[src/rtl/snake_key_input.sv]
// rtl/snake_key_input.sv - Debounced key inputs feeding a step-synchronised snake heading
// Optional feature macro: KEY_AUTOREPEAT_EN (held keys re-pulse key_pressed)
module snake_key_input #(
    parameter int NUM_KEYS        = 4,
    parameter int DEBOUNCE_CYCLES = 500000,
    parameter int REPEAT_DELAY    = 25000000,
    parameter int REPEAT_PERIOD   = 5000000
) (
    input  logic                clock,
    input  logic                resetHW,
    input  logic [NUM_KEYS-1:0] keys,
    input  logic                step_tick,
    output logic [NUM_KEYS-1:0] keys_stable,
    output logic [NUM_KEYS-1:0] key_pressed,
    output logic [1:0]          direction,
    output logic                dir_changed,
    output logic                pending_valid
);
    localparam int CW = $clog2(DEBOUNCE_CYCLES);

    logic [1:0]                  rst_sync_q, rst_sync_d;
    logic                        rst_n;
    logic [NUM_KEYS-1:0]         sync1_q, sync1_d, sync2_q, sync2_d;
    logic [NUM_KEYS-1:0][CW-1:0] cnt_q, cnt_d;
    logic [NUM_KEYS-1:0]         stable_q, stable_d, stable_prev_q, stable_prev_d;
    logic [NUM_KEYS-1:0]         pressed_q, pressed_d, rise;
    logic [1:0]                  dir_q, dir_d, pend_dir_q, pend_dir_d;
    logic [1:0]                  ref_dir, req_dir;
    logic                        pend_valid_q, pend_valid_d, changed_q, changed_d, req_valid;

    // Reset asserts immediately but is released two clock edges after resetHW rises
    always_comb rst_sync_d = {rst_sync_q[0], 1'b1};

    always_ff @(posedge clock or negedge resetHW) begin
        if (!resetHW) rst_sync_q <= 2'b00;
        else          rst_sync_q <= rst_sync_d;
    end

    assign rst_n = rst_sync_q[1];

    always_comb begin
        sync1_d       = keys;
        sync2_d       = sync1_q;
        stable_d      = stable_q;
        stable_prev_d = stable_q;
        cnt_d         = cnt_q;
        for (int i = 0; i < NUM_KEYS; i++) begin
            if (sync2_q[i] == stable_q[i]) begin
                cnt_d[i] = '0;
            end else if (cnt_q[i] == CW'(DEBOUNCE_CYCLES - 1)) begin
                cnt_d[i]    = '0;
                stable_d[i] = sync2_q[i];
            end else begin
                cnt_d[i] = cnt_q[i] + CW'(1);
            end
        end
    end

    assign rise = stable_q & ~stable_prev_q;

`ifdef KEY_AUTOREPEAT_EN
    localparam int RPT_MAX = (REPEAT_DELAY > REPEAT_PERIOD) ? REPEAT_DELAY : REPEAT_PERIOD;
    localparam int RW      = $clog2(RPT_MAX + 1);

    logic [NUM_KEYS-1:0][RW-1:0] rpt_cnt_q, rpt_cnt_d;
    logic [NUM_KEYS-1:0]         rpt_phase_q, rpt_phase_d, rpt_fire;

    // Counter restarts at every pulse; phase 0 times the first delay, phase 1 the period
    always_comb begin
        rpt_cnt_d   = rpt_cnt_q;
        rpt_phase_d = rpt_phase_q;
        rpt_fire    = '0;
        for (int i = 0; i < NUM_KEYS; i++) begin
            if (!(stable_q[i] && stable_prev_q[i])) begin
                rpt_cnt_d[i]   = '0;
                rpt_phase_d[i] = 1'b0;
            end else if (rpt_cnt_q[i] == (rpt_phase_q[i] ? RW'(REPEAT_PERIOD - 1)
                                                         : RW'(REPEAT_DELAY - 1))) begin
                rpt_fire[i]    = 1'b1;
                rpt_cnt_d[i]   = '0;
                rpt_phase_d[i] = 1'b1;
            end else begin
                rpt_cnt_d[i] = rpt_cnt_q[i] + RW'(1);
            end
        end
        pressed_d = rise | rpt_fire;
    end

    always_ff @(posedge clock or negedge rst_n) begin
        if (!rst_n) begin
            rpt_cnt_q   <= '0;
            rpt_phase_q <= '0;
        end else begin
            rpt_cnt_q   <= rpt_cnt_d;
            rpt_phase_q <= rpt_phase_d;
        end
    end
`else
    logic unused_repeat_cfg;
    assign unused_repeat_cfg = ^{REPEAT_DELAY, REPEAT_PERIOD};

    always_comb pressed_d = rise;
`endif

    always_comb begin
        dir_d        = dir_q;
        pend_dir_d   = pend_dir_q;
        pend_valid_d = pend_valid_q;
        changed_d    = 1'b0;
        req_valid    = |pressed_q[3:0];
        if (pressed_q[0])      req_dir = 2'd0;
        else if (pressed_q[1]) req_dir = 2'd1;
        else if (pressed_q[2]) req_dir = 2'd2;
        else                   req_dir = 2'd3;
        if (step_tick && pend_valid_q) begin
            dir_d        = pend_dir_q;
            pend_valid_d = 1'b0;
            changed_d    = 1'b1;
        end
        // A same-cycle commit makes the pending heading the new direction, so either way it is the reference
        ref_dir = pend_valid_q ? pend_dir_q : dir_q;
        if (req_valid && (req_dir != ref_dir) && (req_dir != (ref_dir ^ 2'b10))) begin
            pend_dir_d   = req_dir;
            pend_valid_d = 1'b1;
        end
    end

    always_ff @(posedge clock or negedge rst_n) begin
        if (!rst_n) begin
            sync1_q       <= '0;
            sync2_q       <= '0;
            cnt_q         <= '0;
            stable_q      <= '0;
            stable_prev_q <= '0;
            pressed_q     <= '0;
            dir_q         <= 2'b00;
            pend_dir_q    <= 2'b00;
            pend_valid_q  <= 1'b0;
            changed_q     <= 1'b0;
        end else begin
            sync1_q       <= sync1_d;
            sync2_q       <= sync2_d;
            cnt_q         <= cnt_d;
            stable_q      <= stable_d;
            stable_prev_q <= stable_prev_d;
            pressed_q     <= pressed_d;
            dir_q         <= dir_d;
            pend_dir_q    <= pend_dir_d;
            pend_valid_q  <= pend_valid_d;
            changed_q     <= changed_d;
        end
    end

    assign keys_stable   = stable_q;
    assign key_pressed   = pressed_q;
    assign direction     = dir_q;
    assign dir_changed   = changed_q;
    assign pending_valid = pend_valid_q;
endmodule

[config.mk]
export PLATFORM = sky130hd
export DESIGN_NAME = snake_key_input
export DESIGN_NICKNAME = d
export VERILOG_FILES = /design/src/rtl/snake_key_input.sv
export SDC_FILE = /design/constraint.sdc
export NUM_CORES = 1
export LEC_CHECK = 0
export BUFFER_PORTS_ARGS = -buffer_cell sky130_fd_sc_hd__buf_4
export CAP_MARGIN = 30
export CORE_UTILIZATION = 40
export CTS_CLUSTER_DIAMETER = 80
export DETAILED_ROUTE_END_ITERATION = 8
export GPL_TIMING_DRIVEN = 0
export MAX_ROUTING_LAYER = met4
export PLACE_DENSITY_LB_ADDON = 0.2
export SLEW_MARGIN = 20
export SYNTH_ARGS = -nofsm -noshare
export SYNTH_HDL_FRONTEND = slang
export SYNTH_SLANG_ARGS = --single-unit
[constraint.sdc]
create_clock -name clock -period 10.1 [get_ports clock]
set_clock_uncertainty 0.2 [all_clocks]
set_input_delay 0.505 -clock clock [delete_from_list [all_inputs] [get_ports clock]]
set_output_delay 0.505 -clock clock [all_outputs]
set_load 0.01 [all_outputs]
==> flow_metrics.env <==
export IMPL_area_growth_pct=12.9
export IMPL_synth_mux_area_share_pct=2.49
export IMPL_cap_violations=0
export IMPL_startpoint="cnt_q[38]$_DFF_PN0_"
export IMPL_dieArea_um2=12500
export IMPL_avgViaCountPerCell=5.22
export IMPL_status="finished, violations left"
export IMPL_critPathKind="flop to flop"
export IMPL_cts_root_buf="clkbuf_16"
export IMPL_relSlewSlack_pct=55.2
export IMPL_cp_data_arrival_time_ps=2360
export IMPL_post_route_min_period_ps=2330
export IMPL_synth_nets=473
export IMPL_hold_start="keys[2]"
export IMPL_synth_xor_area_share_pct=10.4
export IMPL_layout_common_cells="dfrtp_1 (103), nor2_1 (70), xnor2_1 (39), nand3_1 (32), nand2_1 (27)"
export IMPL_cts_setup_buffers=0
export IMPL_final_cells=641
export IMPL_dr_total_vias=3345
export IMPL_cts_num_sinks=104
export IMPL_critical_path_max_fanout=10
export IMPL_holdWs_ps=55.3
export IMPL_ios=19
export IMPL_grt_total_usage_pct=16.2
export IMPL_startpoint_type="flop"
export IMPL_fill_cells=1076
export IMPL_synth_compound_area_share_pct=5.53
export IMPL_final_common_cell="dfrtp_1"
export IMPL_violations="DRC"
export IMPL_ir_drop_uv=60.4
export IMPL_synth_adder_area_share_pct=1.25
export IMPL_core_rowCount=39
export IMPL_cts_clk_slew_worst_paths_ps=70
export IMPL_dp_cells=624
export IMPL_setup_tns_ps=0
export IMPL_async_reset_ff_share_pct=100
export IMPL_yosys_area_share_simple_pct=24.0
export IMPL_core_area_um2=11600
export IMPL_rr_startpoint="cnt_q[38]$_DFF_PN0_"
export IMPL_avgSynthCellArea_um2=10.4
export IMPL_final_antenna_net_count=0
export IMPL_finalPower_uw=777
export IMPL_rsz0062_at_grt="no"
export IMPL_cts_buffers=9
export IMPL_cts_resized_gates=0
export IMPL_netlist_instances=462
export IMPL_synth_ff_type="dfrtp_1"
export IMPL_grt_pass1_vias=3353
export IMPL_maxSlewViolCount=0
export IMPL_finalCritPeriodShare_pct=23.1
export IMPL_die_h_um=112
export IMPL_htree_levels=3
export IMPL_layout_nets=504
export IMPL_synth_top_area_share_pct=54.0
export IMPL_setup_viol=0
export IMPL_synth_distinct_cells=42
export IMPL_grt_pass1_wl_um=15500
export IMPL_drcViolationCount=1
export IMPL_yosysSeqAreaShare_pct=54.0
export IMPL_drt_total_wl_um=8610
export IMPL_gp_congestion=0.829
export IMPL_syn_cell_area_um2=4820
export IMPL_die_x_um=112
export IMPL_finalHoldViolCount=0
export IMPL_worstPathRequired_ps=10120
export IMPL_antenna_found_initial=0
export IMPL_drt_initial_drc_count=114
export IMPL_synth_edf_count=0
export IMPL_drt_pass1_iter_count=6
export IMPL_antenna_cells=0
export IMPL_drive_gt1_share_pct=11.6
export IMPL_ys_warn_count=0
export IMPL_initial_core_util_pct=41.7
export IMPL_leakage_nw=2.27
export IMPL_ys_top_cells_by_area="dfrtp_1 (54%), xnor2_1 (7.1%), nor2_1 (5.4%)"
export IMPL_max_freq_mhz=428
export IMPL_hp_class="primary input to flop"
export IMPL_powerDensity_nw_per_um2=143
export IMPL_drt_wirelength_per_cell_um=13.4
export IMPL_synth_top_family_by_area="simple AND/OR/NAND/NOR gates"
export IMPL_dp_hpwl_um=5920
export IMPL_cts_tree="built"
export IMPL_tightest_slew_ps=672
export IMPL_numPortBuffers=18
export IMPL_clk_latency_ps=350
export IMPL_yosys_area_top_type="dfrtp_1"
export IMPL_ctsHoldBuffers=1
export IMPL_cts_buffer_depth=2
export IMPL_grt_start_max_net_pins=53
export IMPL_crit_path_end_kind="flop"
export IMPL_ys_ff_latch=104
export IMPL_grt_ovfl_total=0
==> metal layers <==
metal,track usage [%],routed length [um],share of wire [%]
met4,9.19,225,2.6
met1,20.9,4250,49
met5,-,0,0
met2,23.9,3870,45
met3,2.99,265,3.1
==> final timing paths <==
check	end	slack [ps]	depth (start not counted)
setup / recovery	cnt_q[48]$_DFF_PN0_	7770	6
hold / removal	sync1_q[2]$_DFF_PN0_	60	1
setup reg to reg	cnt_q[48]$_DFF_PN0_	7770	6
hold reg to reg	sync2_q[3]$_DFF_PN0_	140	0
max in group asynchronous	cnt_q[19]$_DFF_PN0_	8840	1
min in group asynchronous	key_pressed[3]$_DFF_PN0_	170	0
==> critical path, cell delays in order, from the launching register on <==
cell and delay (ps):
dfrtp_1 410, ha_1 240, and4_1 280, nand4_1 140
o21ai_1 440, clkbuf_1 410, nor2_1 100
==> cells in the mapped netlist, types with 3 or more instances <==
cell / n
nand3_1: 32
ha_1: 4
clkbuf_1: 4
nor2b_1: 6
nand2_1: 27
mux2_2: 8
buf_4: 3
xnor2_1: 39
and4_1: 5
o21ai_0: 9
or4_1: 4
mux2i_1: 3
o31ai_1: 4
o41ai_4: 3
nor2_1: 70
nor4_1: 21
dfrtp_1: 104
xor2_1: 18
inv_1: 16
nand4_1: 20
and2_1: 3
or3_1: 8
nor3_1: 14
a21oi_1: 14
==> kinds of logic after synthesis <==
| group | count (synthesis) |
|---|---|
| other | 1 |
| AO/OA/AOI/OAI | 35 |
| XOR/XNOR | 57 |
| AND/OR/NAND/NOR | 223 |
| buffers and inverters | 26 |
| adder cells (fa/ha/maj) | 5 |
| flip-flops | 104 |
| multiplexers | 11 |
==> cell type report <==
cell class	count	area (um2)	area share [%]
buffer	10	52.6	0.965
clock buffer	12	246	4.53
clock inverter	4	20.0	0.368
inverter	16	60.1	1.10
multi-input combinational	332	2110	38.7
sequential	104	2610	47.9
tap	143	179	3.29
timing repair buffer	20	173	3.17
==> per-stage QoR <==
stage | util [%] | setup WS (ps) | cell area [um2]
after floorplan | - | 6790 | 4820
after global placement | 44.4 | 5620 | 5140
after detailed placement | 44.7 | 7690 | 5170
after CTS | 47.1 | 7690 | 5450
after global routing | 47.1 | 7490 | 5450
final | 47.1 | 7770 | 5450
==> registers in the layout, indices dropped and copies added, names as in the netlist <==
signal         flops
cnt_q             76
key_pressed        4
keys_stable        4
stable_prev_q      4
sync1_q            4
sync2_q            4
direction          2
pend_dir_q         2
rst_sync_q         2
dir_changed        1
pending_valid      1
==> report_power, final <==
| group | internal, mW | switching, mW | leakage, nW |
|---|---|---|---|
| clock | 0.172 | 0.150 | 0.136 |
| combinational | 0.00925 | 0.0138 | 0.719 |
| sequential | 0.422 | 0.00900 | 1.42 |
| total | 0.604 | 0.173 | 2.27 |
Power figures use the tool's default switching activity.
